**config.mk**
```make
export PLATFORM = sky130hd
export DESIGN_NAME = pc_sequencer
export DESIGN_NICKNAME = d
export VERILOG_FILES = /design/src/rtl/pc_sequencer.sv
export SDC_FILE = /design/constraint.sdc
export NUM_CORES = 1
export LEC_CHECK = 0
export ABC_AREA = 0
export CAP_MARGIN = 20
export CORE_MARGIN = 5
export CORE_UTILIZATION = 30
export CTS_CLUSTER_DIAMETER = 200
export DETAILED_ROUTE_END_ITERATION = 10
export HOLD_SLACK_MARGIN = 0.08
export REMOVE_ABC_BUFFERS = 1
export SETUP_SLACK_MARGIN = 0.2
export SLEW_MARGIN = 30
export SYNTH_ARGS = -nofsm -noshare
export SYNTH_HDL_FRONTEND = slang
export SYNTH_SLANG_ARGS = --single-unit
```
**constraint.sdc**
```tcl
create_clock -name clk -period 3.45 [get_ports clk]
set_input_delay 0.345 -clock clk [delete_from_list [all_inputs] [get_ports clk]]
set_output_delay 0.345 -clock clk [all_outputs]
set_load 0.05 [all_outputs]
```
**src/rtl/pc_sequencer.sv**
```systemverilog
// pc_sequencer
// Fetch-stage controller. Chooses the next PC for the external PC register
// and decides when that register holds. Redirects are arbitrated by fixed
// priority: trap, then EX branch, then ID jump. A load-use hazard inserts a
// bubble. While instruction memory has not returned data, fetch is held and
// any redirect that arrives is parked in a one-entry pending slot.
//
// Ports:
//   clk, rst                : clock, synchronous active-high reset
//   pc                      : current PC from the PC register
//   pc_next, pc_stall       : next PC and hold for the PC register
//   hazard_stall            : load-use hazard from the hazard unit
//   br_redirect, br_target  : EX branch taken / mispredict and its target
//   jal_redirect, jal_target: ID unconditional jump and its target
//   trap_req                : exception / trap request
//   imem_req, imem_ready    : fetch request for pc, fetch data returned
//   flush_if_id, flush_id_ex: pipeline squash controls
//   epc                     : PC captured when a trap is taken
//   misaligned              : one-cycle pulse, applied target had bits[1:0]!=0
//   state                   : FSM state for debug
module pc_sequencer #(
  parameter int              XLEN        = 64,
  parameter logic [XLEN-1:0] RESET_PC    = '0,
  parameter logic [XLEN-1:0] TRAP_VECTOR = 64'h0000_0000_0000_0100
) (
  input  logic            clk,
  input  logic            rst,
  input  logic [XLEN-1:0] pc,
  output logic [XLEN-1:0] pc_next,
  output logic            pc_stall,
  input  logic            hazard_stall,
  input  logic            br_redirect,
  input  logic [XLEN-1:0] br_target,
  input  logic            jal_redirect,
  input  logic [XLEN-1:0] jal_target,
  input  logic            trap_req,
  output logic            imem_req,
  input  logic            imem_ready,
  output logic            flush_if_id,
  output logic            flush_id_ex,
  output logic [XLEN-1:0] epc,
  output logic            misaligned,
  output logic [1:0]      state
);

  typedef enum logic [1:0] {
    BOOT     = 2'd0,
    RUN      = 2'd1,
    WAIT_MEM = 2'd2,
    TRAP     = 2'd3
  } state_t;

  state_t          state_q, state_d;
  logic            pendValid_q, pendValid_d;
  logic [XLEN-1:0] pendTarget_q, pendTarget_d;
  logic            pendMis_q, pendMis_d;
  logic [XLEN-1:0] epc_q, epc_d;
  logic            mis_q, mis_d;

  logic [XLEN-1:0] pcPlus4;
  logic [XLEN-1:0] brAligned;
  logic [XLEN-1:0] jalAligned;

  // Redirect chosen this cycle (RUN) or the effective pending entry (WAIT_MEM)
  logic            redirValid;
  logic [XLEN-1:0] redirTarget;
  logic            redirMis;

  assign pcPlus4    = pc + {{(XLEN-3){1'b0}}, 3'b100};
  assign brAligned  = {br_target[XLEN-1:2], 2'b00};
  assign jalAligned = {jal_target[XLEN-1:2], 2'b00};

  // Next-state and output decode. Outputs are combinational from state and
  // inputs; reset forces the PC register to hold and silences fetch.
  always_comb begin
    pc_next      = pcPlus4;
    pc_stall     = 1'b0;
    imem_req     = 1'b0;
    flush_if_id  = 1'b0;
    flush_id_ex  = 1'b0;
    state_d      = state_q;
    pendValid_d  = pendValid_q;
    pendTarget_d = pendTarget_q;
    pendMis_d    = pendMis_q;
    epc_d        = epc_q;
    mis_d        = 1'b0;
    redirValid   = 1'b0;
    redirTarget  = pcPlus4;
    redirMis     = 1'b0;

    case (state_q)
      BOOT: begin
        pc_next = RESET_PC;
        state_d = RUN;
      end

      RUN: begin
        imem_req = 1'b1;
        if (trap_req) begin
          // Trap wins over everything; any branch this cycle is discarded.
          pc_next     = pc;
          pc_stall    = 1'b1;
          flush_if_id = 1'b1;
          flush_id_ex = 1'b1;
          epc_d       = pc;
          state_d     = TRAP;
        end else begin
          if (br_redirect) begin
            redirValid  = 1'b1;
            redirTarget = brAligned;
            redirMis    = |br_target[1:0];
            flush_if_id = 1'b1;
            flush_id_ex = 1'b1;
          end else if (jal_redirect && !hazard_stall) begin
            // A jump under a hazard is dropped; ID presents it again.
            redirValid  = 1'b1;
            redirTarget = jalAligned;
            redirMis    = |jal_target[1:0];
            flush_if_id = 1'b1;
          end else if (hazard_stall) begin
            pc_stall    = 1'b1;
            flush_id_ex = 1'b1;
          end
          pc_next = redirTarget;
          if (!imem_ready) begin
            // Fetch blocked: park the redirect until memory answers.
            pc_stall     = 1'b1;
            pendValid_d  = redirValid;
            pendTarget_d = redirTarget;
            pendMis_d    = redirMis;
            state_d      = WAIT_MEM;
          end else begin
            mis_d = redirMis;
          end
        end
      end

      WAIT_MEM: begin
        imem_req = 1'b1;
        pc_stall = 1'b1;
        pc_next  = pc;
        if (trap_req) begin
          flush_if_id = 1'b1;
          flush_id_ex = 1'b1;
          epc_d       = pc;
          pendValid_d = 1'b0;
          state_d     = TRAP;
        end else begin
          redirValid  = pendValid_q;
          redirTarget = pendTarget_q;
          redirMis    = pendMis_q;
          // A branch replaces whatever is parked; a jump only fills a hole.
          if (br_redirect) begin
            redirValid  = 1'b1;
            redirTarget = brAligned;
            redirMis    = |br_target[1:0];
            flush_if_id = 1'b1;
            flush_id_ex = 1'b1;
          end else if (jal_redirect && !pendValid_q) begin
            redirValid  = 1'b1;
            redirTarget = jalAligned;
            redirMis    = |jal_target[1:0];
            flush_if_id = 1'b1;
          end
          if (imem_ready) begin
            pc_stall    = 1'b0;
            pendValid_d = 1'b0;
            state_d     = RUN;
            if (redirValid) begin
              pc_next = redirTarget;
              mis_d   = redirMis;
            end else begin
              pc_next = pcPlus4;
            end
          end else begin
            pendValid_d  = redirValid;
            pendTarget_d = redirTarget;
            pendMis_d    = redirMis;
          end
        end
      end

      TRAP: begin
        pc_next     = TRAP_VECTOR;
        flush_if_id = 1'b1;
        flush_id_ex = 1'b1;
        state_d     = RUN;
      end

      default: begin
        state_d = BOOT;
      end
    endcase

    if (rst) begin
      pc_next     = RESET_PC;
      pc_stall    = 1'b1;
      imem_req    = 1'b0;
      flush_if_id = 1'b0;
      flush_id_ex = 1'b0;
    end
  end

  // State, pending slot, trap PC and misaligned pulse registers.
  always_ff @(posedge clk) begin
    if (rst) begin
      state_q      <= BOOT;
      pendValid_q  <= 1'b0;
      pendTarget_q <= '0;
      pendMis_q    <= 1'b0;
      epc_q        <= '0;
      mis_q        <= 1'b0;
    end else begin
      state_q      <= state_d;
      pendValid_q  <= pendValid_d;
      pendTarget_q <= pendTarget_d;
      pendMis_q    <= pendMis_d;
      epc_q        <= epc_d;
      mis_q        <= mis_d;
    end
  end

  assign epc        = epc_q;
  assign misaligned = mis_q;
  assign state      = state_q;

endmodule

```
==> results of run 1 <==
## per-layer routing
layer	GRT usage, %	vias up	routed length (µm)
li1	-	7496	-
met4	12.84	6	2645
met5	0	-	38
met1	37.82	7831	27100
met2	47.89	995	30750
met3	7.952	190	6855
## synthesized netlist by cell type, drive strengths merged, types with 9 or more instances
library cell    n  area share [%]
nand3b         14            0.90
nor4           20             1.1
nor3b          17             1.1
a21oi         209             9.0
o22ai          38             2.0
a31oi          36             1.9
a211oi         18             1.2
nor2           98             3.2
o21ai         188             8.1
a221oi         18             1.4
mux2i          66             5.7
or3            27             1.5
inv            26            0.84
o31ai          23             1.5
o221ai         13            0.98
buf            37             1.5
nand2b         11            0.59
o211ai         26             1.7
a222oi          9            0.77
and2           15            0.81
nand3          37             1.6
nor3           52             2.2
dfxtp         133              23
nand2         318              10
or2            12            0.65
nand4          22             1.2
xor2           14             1.1
xnor2          19             1.4
or4            13            0.90
clkbuf        140             4.5
a22oi          13            0.84
## repair_timing
item                       4_1_cts  5_1_grt
pin swaps                       64       47
cloned                           7        1
resized for setup              230       87
setup endpoints to repair       49       50
buffers inserted                53       16
## sequential cells by signal, summed over array words and instances, names as in the netlist
register      cells
epc              64
pendTarget_q     64
state             2
misaligned        1
pendMis_q         1
pendValid_q       1
## cell families (layout without fill, tap and decap cells)
logic type	count (synthesis)	after routing	share of synthesized area, %
simple gates	680	681	27.47
compound gates	655	655	33.99
buf+inv	203	688	6.869
flops	133	133	22.88
mux	67	67	5.773
xor+xnor	33	33	2.483
fa+ha+maj	5	5	0.5375
other cells	0	6	0
## how the worst max path moves through the flow
| stage | start | to | cells past startpoint |
|---|---|---|---|
| finish | pc[20] | pc_next[45] | 11 |
| global route | pc[20] | pc_next[45] | 11 |
| CTS | pc[17] | pc_next[47] | 10 |
| detailed placement | pc[20] | pc_next[59] | 10 |
| global placement | pc[20] | pc_next[59] | 10 |
| floorplan | state[1] | pendTarget_q[11] | 6 |
## worst reg2reg max path, delay by kind of cell, from the launching register on
kind | cells | cell delay, ns
adders and majority gates | 1 | 0.20
DFF | 1 | 0.37
buffers and inverters | 2 | 0.36
AOI/OAI and AO/OA | 1 | 0.38
and+or+nand+nor | 3 | 1.51
## metrics by stage
| step | setup slack [ns] | util, % |
|---|---|---|
| 6_report | -0.05962 | 50.68 |
| 4_1_cts | -0.008255 | 49.50 |
| 5_1_grt | -0.09791 | 50.66 |
| 3_5_place_dp | -0.4787 | 45.18 |
| 2_1_floorplan | -2.896 | - |
| 3_3_place_gp | -0.4644 | 45.18 |
## power groups by stage
stage | sequential (µW) | combinational [µW] | clock (µW)
finish | 1680 | 2340 | 2260
global route | 1690 | 2470 | 2350
CTS | 1680 | 2270 | 2290
detailed placement | 1710 | 2180 | 0
global placement | 1700 | 2160 | 0
floorplan | 1880 | 853 | 0
## area by class of cell
cell class                      count  area share [%]
Clock inverter                     13           1.293
Tap cell                          518           3.317
Antenna cell                        6         0.07683
Timing Repair Buffer              630           33.46
Multi-Input combinational cell   1441           45.49
Sequential cell                   133           13.63
Clock buffer                       19           2.215
Inverter                           26          0.5186
==> reports/metrics.yaml, run 1 <==
outcome: "finished with violations"
violations: "negative setup slack"
final-hold-violation-count: 0
grt_start_max_net_pins: 105
clk_root_buffer_cell: "clkbuf_16"
clkPwrFrac_pct: 36.0
final_area_um2: 19540
postCtsHoldBufs: 0
period_needed_ns: 3.510
cp_slowest_cell: "or4_4"
cts_max_level: 4
syn_inst: 1776
clk_latency_ns: 0.46
ys_seq_elements: 133
synthFlopType: "dfxtp_1"
cp.buffers_inverters: 4
power.density_nw_per_um2: 321.3
reg2reg_depth: 7
power_uw: 6279
path_cells: "buf_6, nand4_1, or3_4, or4_4, buf_12, or4_4, a31oi_4, o21ai_1, a31oi_1, buf_4, buf_12"
fin_cells: 2786
rrSetupSlack_ns: 0.54
whs_ns: 0.1585
grt_usage_pct: 29.83
cap_violations: 0
critical-path-top-delay-family: "simple AND/OR/NAND/NOR gates"
fin_crit_sh_pct: 101.7
boundaryPins: 334
p_comb_share_pct: 37.3
n_fill_cell: 3778
ys_seq_area_share_pct: 22.88
synth_edf_count: 0
pwr-share-seq_pct: 26.7
dieHeight_um: 207.0
routed_wl_um: 67390
switchingPower_uw: 2264
hold_path.startpoint: "rst"
first_pass_iters: 6
cts-buffers-inserted: 17
portBuffers: 333
gp_congestion: 0.9196
worst_slack_ns: -0.05962
place_area_um2: 17420
vias: 16520
min_to: "epc[22]"
drc: 0
p_sw_share_pct: 36.06
post-place-cells: 2671
layout_commonest_cell: "nand2_1"
grt-ovfl-total: 0
fin_nets: 2453
max_stage_delay_ns: 0.61
synth_cell_types: 63
ir_drop_mv: 0.3799
worstMarginPinSlew_ns: 1.008
cp_max_fo: 4
initial_core_util_pct: 30.19
core_um2: 38560
critPathLaunchType: "input pin"
min_path_cells: 2
endpoint_kind: "primary output"
area.sequential_um2: 2664
ctsLongestPathBuffers: 2
timing.rr.end: "pendTarget_q[24]"
p_int_uw: 4015
antenna_found_initial: 9
rows: 72
slew_violations: 0
clock_sinks: 133
grt_pass1_wl_um: 97790
areaGrowthSynthToFinish_pct: 67.90
wl_per_cell_um: 24.19
grt_pass1_vias: 16160
syn-cell-area_um2: 11640
yosysWarnings: 0
leakagePower_uw: 0.007258
drive_above_1_share_pct: 24.31
fp.dieW_um: 207.0
setup_viol: 3
syn_avg_cell_area_um2: 6.553
async_flop_share_pct: 0
viasPerCell: 5.929
arrival_ns: 3.16
critPathRequiredTime_ns: 3.11
rsz0062_at_grt: "true"
tns_ns: -0.09453
clk_pin_slew_ns: 0.07
drt_iter0_markers: 1713
criticalPathCategory: "in2out"
timing.rr.start: "state[0]"
ant_nets: 0
multi_input_area_um2: 8890
final_cell_mix: "312 x nand2_1, 258 x buf_4, 212 x clkdlybuf4s50_1"
hp-class: "in2reg"
cts_tree: "yes"
fmax_mhz: 284.9
clock_skew_ns: 0.008376
hpwl_um: 44970
max_slew_margin_pct: 32.80
dieArea_um2: 42830
Power figures use the tool's default switching activity.
==> inputs of run 2 (changes only) <==
--- a/config.mk
+++ b/config.mk
@@ -11,6 +11,7 @@
 export CORE_UTILIZATION = 30
 export CTS_CLUSTER_DIAMETER = 200
 export DETAILED_ROUTE_END_ITERATION = 10
+export GPL_ROUTABILITY_DRIVEN = 0
 export HOLD_SLACK_MARGIN = 0.08
 export REMOVE_ABC_BUFFERS = 1
 export SETUP_SLACK_MARGIN = 0.2
==> reports/metrics.yaml, run 2 (synthesized netlist as in run 1, its figures left out) <==
rsz0062_at_grt: "true"  # unchanged
timing.rr.start: "state[0]"  # unchanged
final_util_pct: 49.39  # was 50.68%
worstMarginPinSlew_ns: 1.014  # was 1.008 ns
wl_met3_um: 6409  # was 6855 µm
clock_sinks: 133  # unchanged
final_cell_mix: "314 x nand2_1, 237 x buf_4, 219 x clkdlybuf4s50_1"  # was 312 x nand2_1, 258 x buf_4, 212 x clkdlybuf4s50_1
p_comb_share_pct: 38.3  # was 37.3%
grt_start_max_net_pins: 99  # was 105
power.density_nw_per_um2: 316.7  # was 321.3 nW/µm²
switchingPower_uw: 2214  # was 2264 µW
setup_viol: 2  # was 3
drt_iter0_markers: 1759  # was 1713
max_stage_delay_ns: 0.58  # was 0.61 ns
cts_tree: "yes"  # unchanged
clkPwrFrac_pct: 33.9  # was 36.0%
postCtsHoldBufs: 0  # unchanged
ctsLongestPathBuffers: 2  # unchanged
hold_path.startpoint: "rst"  # unchanged
timing.rr.end: "pendTarget_q[24]"  # unchanged
rows: 72  # unchanged
cp_slowest_cell: "or4_4"  # unchanged
rrSetupSlack_ns: 0.61  # was 0.54 ns
min_to: "pendTarget_q[17]"  # was epc[22]
cts_max_level: 4  # unchanged
hp-class: "in2reg"  # unchanged
areaGrowthSynthToFinish_pct: 63.61  # was 67.90%
met1_length_um: 26160  # was 27100 µm
outcome: "finished with violations"  # unchanged
clk_pin_slew_ns: 0.06  # was 0.07 ns
routed_wl_um: 64920  # was 67390 µm
critPathLaunchType: "input pin"  # unchanged
layout_commonest_cell: "nand2_1"  # unchanged
clock_skew_ns: 0.009685  # was 0.008376 ns
max_slew_margin_pct: 32.38  # was 32.80%
cap_violations: 0  # unchanged
fmax_mhz: 286.9  # was 284.9 MHz
wl_per_cell_um: 23.54  # was 24.19 µm
fin_nets: 2422  # was 2453
pwr-share-seq_pct: 27.8  # was 26.7%
grt_usage_pct: 28.64  # was 29.83%
clk_latency_ns: 0.46  # about the same
cts-buffers-inserted: 17  # unchanged
routed.top_layer: "met5"  # unchanged
core_um2: 38560  # unchanged
arrival_ns: 3.14  # was 3.16 ns
violations: "negative setup slack"  # unchanged
critical-path-top-delay-family: "simple AND/OR/NAND/NOR gates"  # unchanged
fin_crit_sh_pct: 101.0  # was 101.7%
p_sw_share_pct: 36.71  # was 36.06%
boundaryPins: 334  # unchanged
period_needed_ns: 3.485  # was 3.510 ns
dieArea_um2: 42830  # unchanged
final-hold-violation-count: 0  # unchanged
place_area_um2: 17430  # was 17420 µm²
cp.buffers_inverters: 5  # was 4
clk_root_buffer_cell: "clkbuf_16"  # unchanged
cp_max_fo: 8  # was 4
worst_slack_ns: -0.03545  # was -0.05962 ns
path_cells: "buf_6, nand4_1, or3_4, or4_4, buf_12, buf_12, or4_1, a31oi_1, a21oi_2, o22ai_2, buf_4, buf_12"  # was buf_6, nand4_1, or3_4, or4_4, buf_12, or4_4, a31oi_4, o21ai_1, a31oi_1, buf_4, buf_12
drive_above_1_share_pct: 22.77  # was 24.31%
initial_core_util_pct: 30.19  # unchanged
fin_cells: 2758  # was 2786
vias: 16350  # was 16.52k
post-place-cells: 2669  # was 2671
first_pass_iters: 7  # was 6
grt_pass1_vias: 15660  # was 16.16k
fp.dieW_um: 207.0  # unchanged
ir_drop_mv: 0.3680  # was 0.3799 mV
viasPerCell: 5.927  # was 5.929
ant_nets: 0  # unchanged
leakagePower_uw: 0.006999  # was 0.007258 µW
antenna_found_initial: 12  # was 9
slew_violations: 0  # unchanged
grt-ovfl-total: 0  # unchanged
criticalPathCategory: "in2out"  # unchanged
n_fill_cell: 3852  # was 3778
final_area_um2: 19040  # was 19540 µm²
reg2reg_depth: 7  # unchanged
dieHeight_um: 207.0  # unchanged
route.met2.wl_um: 29720  # was 30750 µm
critPathRequiredTime_ns: 3.11  # about the same
min_path_cells: 2  # unchanged
grt_pass1_wl_um: 94460  # was 97790 µm
drc: 0  # unchanged
p_int_uw: 3816  # was 4015 µW
endpoint_kind: "primary output"  # unchanged
portBuffers: 333  # unchanged
hpwl_um: 45000  # was 44970 µm
crit_top_cell: "buf_12"
==> run 2: cell types whose count changed in the layout (fill, tap and decap cells not counted), moves of 5 or more <==
| cell | before | now |
|---|---|---|
| clkdlybuf4s50_1 | 212 | 219 |
| dlygate4sd2_1 | 26 | 11 |
| buf_4 | 258 | 237 |
| clkdlybuf4s15_1 | 0 | 8 |
| clkbuf_16 | 25 | 20 |
| buf_12 | 72 | 78 |
==> run 2: final cells by class <==
| class | instances | area, µm² | area share, % |
|---|---|---|---|
| Clock buffer | 22 | 464.2 | 2.438 |
| Clock inverter | 10 | 152.6 | 0.8016 |
| Tap cell | 518 | 648.1 | 3.404 |
| Timing Repair Buffer | 600 | 6202 | 32.57 |
| Sequential cell | 133 | 2664 | 13.99 |
| Inverter | 26 | 101.3 | 0.5322 |
| Multi-Input combinational cell | 1440 | 8787 | 46.15 |
| Antenna cell | 9 | 22.52 | 0.1183 |
==> run 2: power groups by stage <==
stage	clock, µW	sequential (µW)	combinational (µW)
global route	2140	1690	2440
CTS	2080	1680	2220
finish	2040	1680	2310
detailed placement	0	1710	2180
global placement	0	1710	2160
floorplan	0	1880	853
==> run 2: what timing repair did <==
| action | in CTS | in global routing |
|---|---|---|
| endpoints found under the setup margin | 49 | 49 |
| pin swaps | 53 | 35 |
| gates cloned | 0 | 1 |
| buffers inserted | 21 | 26 |
| gates resized for setup | 177 | 92 |
==> run 2: per-layer routing <==
layer  GRT usage (%)  vias up
met2           46.05      990
met5               0        -
met4           12.30        8
li1                -     7416
met3           6.499      193
met1           36.96     7740
==> run 2: worst max-delay path by stage <==
| stage | from | to | depth (start not counted) |
|---|---|---|---|
| final | pc[20] | pc_next[57] | 12 |
| after global routing | pc[20] | pc_next[57] | 12 |
| after CTS | pc[17] | pc_next[57] | 12 |
| after detailed placement | pc[20] | pc_next[57] | 13 |
| after global placement | pc[20] | pc_next[61] | 11 |
| after floorplan | state[1] | pendTarget_q[11] | 6 |
==> run 2: stage by stage <==
step	power (µW)	hold slack (ns)	worst slack [ns]	setup TNS (ns)
final	6030	0.2462	-0.03545	-0.06925
after global routing	6266	0.2447	-0.06739	-0.2751
after CTS	5969	0.2290	-0.007927	-0.007927
after detailed placement	3887	0.4456	-0.4777	-6.725
after global placement	3862	0.4382	-0.4612	-6.488
after floorplan	2737	0.4141	-2.896	-268.98
